--- src/rtl/dcache_flush_ctrl.sv ---
// dcache_flush_ctrl: walks every set/way, writes back dirty lines and invalidates valid lines; DCACHE_FLUSH_STATS_EN adds a dirty writeback counter
module dcache_flush_ctrl #(
  parameter int NumSets = 256,
  parameter int NumWays = 8,
  localparam int IdxW = $clog2(NumSets),
  localparam int WayW = $clog2(NumWays)
) (
  input  logic            clk_i,
  input  logic            rst_i,
  input  logic            flush_req_i,
  output logic            flush_ack_o,
  output logic            busy_o,
  output logic            tag_req_o,
  input  logic            tag_gnt_i,
  output logic [IdxW-1:0] tag_idx_o,
  output logic [WayW-1:0] tag_way_o,
  input  logic            tag_rvalid_i,
  input  logic            tag_valid_i,
  input  logic            tag_dirty_i,
  output logic            wb_valid_o,
  input  logic            wb_ready_i,
  input  logic            wb_done_i,
  output logic            inv_o,
  output logic [15:0]     dirty_cnt_o
);
  typedef enum logic [2:0] {IDLE, READ_TAG, WAIT_TAG, WRITEBACK, WAIT_WB, INVALIDATE, DONE} state_e;
  state_e state_q, state_d;
  logic [IdxW-1:0] set_q, set_d;
  logic [WayW-1:0] way_q, way_d;
  logic last, adv, start;
  logic ack_q, busy_q, tag_req_q, wb_valid_q, inv_q;
  assign last  = set_q == IdxW'(NumSets - 1) && way_q == WayW'(NumWays - 1);
  assign adv   = state_q == INVALIDATE || (state_q == WAIT_TAG && tag_rvalid_i && !tag_valid_i);
  assign start = state_q == IDLE && flush_req_i;
  always_comb begin
    state_d = state_q;
    case (state_q)
      IDLE:       state_d = flush_req_i ? READ_TAG : IDLE;
      READ_TAG:   state_d = tag_gnt_i ? WAIT_TAG : READ_TAG;
      WAIT_TAG:   state_d = !tag_rvalid_i ? WAIT_TAG : !tag_valid_i ? (last ? DONE : READ_TAG) :
                            tag_dirty_i ? WRITEBACK : INVALIDATE;
      WRITEBACK:  state_d = wb_ready_i ? WAIT_WB : WRITEBACK;
      WAIT_WB:    state_d = wb_done_i ? INVALIDATE : WAIT_WB;
      INVALIDATE: state_d = last ? DONE : READ_TAG;
      default:    state_d = IDLE;
    endcase
    {set_d, way_d} = start ? '0 : (adv && !last) ? {set_q, way_q} + (IdxW + WayW)'(1) : {set_q, way_q};
  end
  always_ff @(posedge clk_i) begin
    if (rst_i) begin
      state_q    <= IDLE;
      set_q      <= '0;
      way_q      <= '0;
      ack_q      <= 1'b0;
      busy_q     <= 1'b0;
      tag_req_q  <= 1'b0;
      wb_valid_q <= 1'b0;
      inv_q      <= 1'b0;
    end else begin
      state_q    <= state_d;
      set_q      <= set_d;
      way_q      <= way_d;
      ack_q      <= state_d == DONE;
      busy_q     <= state_d != IDLE;
      tag_req_q  <= state_d == READ_TAG;
      wb_valid_q <= state_d == WRITEBACK;
      inv_q      <= state_d == INVALIDATE;
    end
  end
  assign flush_ack_o = ack_q;
  assign busy_o      = busy_q;
  assign tag_req_o   = tag_req_q;
  assign wb_valid_o  = wb_valid_q;
  assign inv_o       = inv_q;
  assign tag_idx_o   = set_q;
  assign tag_way_o   = way_q;
`ifdef DCACHE_FLUSH_STATS_EN
  logic [15:0] dirty_q, dirty_d;
  always_comb dirty_d = start ? '0 : (state_q == WRITEBACK && wb_ready_i && dirty_q != '1) ? dirty_q + 16'd1 : dirty_q;
  always_ff @(posedge clk_i) dirty_q <= rst_i ? '0 : dirty_d;
  assign dirty_cnt_o = dirty_q;
`else
  assign dirty_cnt_o = '0;
`endif
endmodule

--- config.mk ---
export PLATFORM = sky130hd
export DESIGN_NAME = dcache_flush_ctrl
export DESIGN_NICKNAME = d
export VERILOG_FILES = /design/src/rtl/dcache_flush_ctrl.sv
export SDC_FILE = /design/constraint.sdc
export NUM_CORES = 1
export LEC_CHECK = 0
export CORE_UTILIZATION = 48
export DETAILED_ROUTE_END_ITERATION = 7
export PLACE_DENSITY = 0.84
export SETUP_SLACK_MARGIN = 0.4
export SYNTH_ARGS = -nofsm -noshare
export SYNTH_HDL_FRONTEND = slang
export SYNTH_SLANG_ARGS = --single-unit
export TNS_END_PERCENT = 30
--- constraint.sdc ---
create_clock -name clk_i -period 3 [get_ports clk_i]
set_input_delay 0.45 -clock clk_i [delete_from_list [all_inputs] [get_ports clk_i]]
set_output_delay 0.45 -clock clk_i [all_outputs]
set_load 0.03 [all_outputs]
* Yosys cells after proc, flatten, opt, wreduce, memory -nomap -nowiden *
Cells that the tools add are included.
W data, S select, Z words.

storage, ports and cells
  input port bits = 9
  flip-flop bits (word level) = 19
  logic and storage cells = 40
  output and inout bits = 32

cells by class
  reduce and logical (&&, ||, !) cells = 11
  multiplexer cells = 9
  equal/unequal tests = 11
  add/sub/neg operators = 1

operators with widths
  kind                     count
  $pmux W3 S6              1
  $eq A3 B3 Y1 const B     5
  $mux W3                  5
  $add A11 B1 Y11 const B  1
  $eq A3 B2 Y1 const B     3
  $eq A8 B8 Y1 const B     1
  $eq A3 B1 Y1 const B     2
  $logic_and A1 B1 Y1      5
  $logic_not A3 Y1         1
  $reduce_bool A3 Y1       1
  $logic_not A1 Y1         2
  $mux W1                  2
  $mux W2                  1
  $reduce_or A2 Y1         1
  $logic_or A1 B1 Y1       1

* Logic depth before layout (Yosys ltp) *
  depth after elaboration = 7
  mapped depth = 7
  depth with buffers taken out = 6

* Worst setup path after synthesis *
No wires, ideal clock.

  kind = register to register
  start = register way_q[0], in the netlist tag_way_o[0]
  end = register busy_q, in the netlist busy_o
  required time = 2,850 ps
  path slack = 868 ps
  data arrival time = 1,982 ps
  period minus slack after synthesis = 2,132 ps
  cell stages (with the launch flop) = 7
  buffers on the path = 0
  setup time = 150 ps
  cell sequence = dfxtp_1 ha_1 ha_1 nand4_1 or3_2 a21oi_2 a41oi_1

between the ends
  word-level cells in the longest chain between the ends = 7

ends and longest elaborated chain
  item                     RTL line  text
  from (decl)              29        logic [WayW-1:0] way_q, way_d;
  from (signal assigned)   62        way_q <= way_d;
  $eq A3 B3 Y1 (*)         32        assign last = set_q == IdxW'(NumSets - 1) && way_q == WayW'(NumWays - 1);
  $logic_and A1 B1 Y1 (*)  32
  $mux W3 (*)              40, 44
  $mux W3 (2 in a row)     40        WAIT_TAG: state_d = !tag_rvalid_i ? WAIT_TAG : !tag_valid_i ? (last ? DONE : READ_TAG) :
  $pmux W3 S6 (*)          37        case (state_q)
  $reduce_bool A3 Y1 (*)   64        busy_q <= state_d != IDLE;
  to (signal assigned)     55        busy_q <= 1'b0;
  to (signal assigned)     64
  to (decl)                31        logic ack_q, busy_q, tag_req_q, wb_valid_q, inv_q;

Every way passes the cells marked *; elsewhere a longest branch is shown, timed or not.
A chain may end at the register's enable or synchronous reset.

* Final worst setup path *
Ends and elaborated chain as after synthesis.

==> reports/metrics.csv <==
metric,value,unit
start_util,0.527,
grt_use_met3,0.0290,
dp_hpwl,1.80,mm
max-slew-margin-rel,0.497,
criticalPathCategory,flop to flop,
netlist_instances,143,
rrSetupSlack,0.83,ns
gp_congestion,0.863,
power_density,353,mW/mm2
cts_tree,built,
wl_per_cell,12.8,um
global_route.usage.met1,0.253,
core-area,0.00230,mm2
cellLeakagePower,0.483,nW
cts-buffers-inserted,3,
grt_max_degree,19,
cts_hold_buf,0,
irDropWorstVdd,0.000269,V
drc_errors,0,
yosysSeqAreaShare,0.314,
syn_to_final_growth,17.3,%
io_buffers,24,
antenna_found_initial,0,
wl,2.46,mm
max_freq,461,MHz
clockRootBuffer,clkbuf_4,
path_cells,ha_1 -> ha_1 -> nand4_1 -> or3_2 -> a21oi_2 -> a41oi_1,
rsz0062_at_grt,false,
std_cell_rows,17,
grt_pass1_wl,3.92,mm
maxCapViolations,0,
track_usage,0.192,
crit_slowest_cell,or3_2,
cts-resized-gates,0,
setup_violations,0,
gr-total-overflow,0,
slowest_delay,0.57,ns
diodes,0,
grt_pass1_vias,888,
syn_area_per_cell,8.46,um2
tns,0,ns
clockBufferDepth,2,
met2_usage,0.310,
yosysUniqueCellTypes,41,
clkTransAtPathRegs,0.11,ns
tightestPinTransition,0.744,ns
cp_common_cell,ha_1,
insertion_delay,0.30,ns
nNetsFinal,176,
end_kind,flop,
cp.required,3.16,ns
critPathMaxFanout,6,
clock_sinks,19,
dr.pass1.iters,4,
netlist_area,0.00121,mm2
ys_ff_latch,19,
die_h,52.2,um
fin_skew,0.00599,ns
start_kind,flop,
vias,1088,
via_per_inst,5.67,
yosys_warnings,0,
hold_viol_final,0,
die_x,52.2,um
cts_setup_buffers,0,
min_path_type,flop to flop,
drive_above_1_share,0.0854,
gr-max-usage-layer,met2,
ioPinCount,41,
arrival,2.33,ns
drv_slew,0,
die-area,0.00273,mm2
cts.htree.levels,1,
drt_iter0_drc,32,
finalHoldWorstSlack,0.514,ns
min_period,2.17,ns
status,finished clean,
fin_crit_sh,0.723,
ant_nets,0,
## placed cells by master, fill, tap and decap left out, types with 3 or more instances in the layout
cell type,instances
nand3_1,4
o31ai_1,6
nor2_1,3
nand2b_1,6
nand2_1,10
clkdlybuf4s50_1,24
conb_1,16
clkbuf_4,3
or3_1,6
a21oi_1,14
dfxtp_1,19
or4_1,6
o21ai_0,7
inv_1,4
## cells by family (layout without fill, tap and decap cells)
family,Yosys count,count (layout),share of synthesized area
simple gates,55,55,0.293
compound gates,37,37,0.210
buf+inv,27,33,0.143
flops,19,19,0.314
fa+ha+maj,2,2,0.0207
mux,2,2,0.0165
other cells,1,16,0.00310
## state kept, by name, summed over array words and instances, names as in the netlist
signal	count
busy_o	1
flush_ack_o	1
inv_o	1
state_q	3
tag_idx_o	8
tag_req_o	1
tag_way_o	3
wb_valid_o	1
## path summary, 6_finish.rpt
check / endpoint / startpoint / depth (start not counted)
worst max-delay path: busy_o / tag_way_o[0] / 6
worst max register to register: busy_o / tag_way_o[0] / 6
worst min register to register: tag_idx_o[1] / tag_idx_o[1] / 2
worst min-delay path: tag_idx_o[1] / tag_idx_o[1] / 2
## worst max-delay path: cells and delay by family, from the launching register on
| family | cells | cell delay (ns) |
|---|---|---|
| flops | 1 | 0.39 |
| fa+ha+maj | 2 | 0.38 |
| simple gates | 2 | 0.80 |
| compound gates | 2 | 0.46 |
## where the power goes
part,total [mW],switching (mW),internal [mW]
sequential,0.270,0.0100,0.260
combinational,0.0994,0.0657,0.0337
clock,0.132,0.0818,0.0498
## per-stage QoR
stage | worst slack, ns | cells | util | area, um2 | power, mW
2_1_floorplan | 0.868 | 158 | - | 1270 | 0.362
3_3_place_gp | 0.669 | 188 | 0.606 | 1390 | 0.371
3_5_place_dp | 0.618 | 188 | 0.606 | 1390 | 0.374
4_1_cts | 0.820 | 192 | 0.618 | 1420 | 0.499
5_1_grt | 0.664 | 192 | 0.618 | 1420 | 0.519
6_report | 0.831 | 192 | 0.618 | 1420 | 0.501
## area by class of cell
class / instances / area [um2]
tap: 28 / 35.0
sequential: 19 / 380
clock buffer: 3 / 22.5
multi-input combinational: 112 / 713
timing repair buffer: 25 / 248
fill: 212 / 878
clock inverter: 1 / 5.00
inverter: 4 / 15.0
## Yosys cell counts (all sizes together)
cell type	count	share of area
nand2b	6	0.031
o21ai	7	0.029
nand2	10	0.031
a221oi	1	0.0072
a211oi	1	0.0062
nand4b	2	0.014
clkbuf	1	0.0031
nor4b	1	0.0072
or4b	2	0.023
nand4bb	1	0.0093
mux2i	2	0.017
o21a	1	0.0062
nor4	1	0.0052
nor2	3	0.0093
or4	6	0.037
ha	2	0.021
buf	22	0.13
o21bai	1	0.0062
or3	7	0.037
conb	1	0.0031
nand4	2	0.010
a21oi	15	0.065
or2	2	0.010
nand3	5	0.025
nor2b	1	0.0052
nand3b	2	0.012
inv	4	0.012
dfxtp	19	0.31
nor3	3	0.017
and4b	1	0.0083
a2111oi	3	0.037
a221o	1	0.0083
o31ai	6	0.037
a41oi	1	0.0072
## layer usage
layer | wire, um | vias to the layer above | part of all wire
met1 | 1120 | 497 | 0.45
met2 | 1190 | 45 | 0.49
li1 | - | 541 | -
met5 | 0 | - | 0
met4 | 40 | 0 | 0.016
met3 | 105 | 5 | 0.043
No activity file was read; power rests on OpenSTA's default activity.
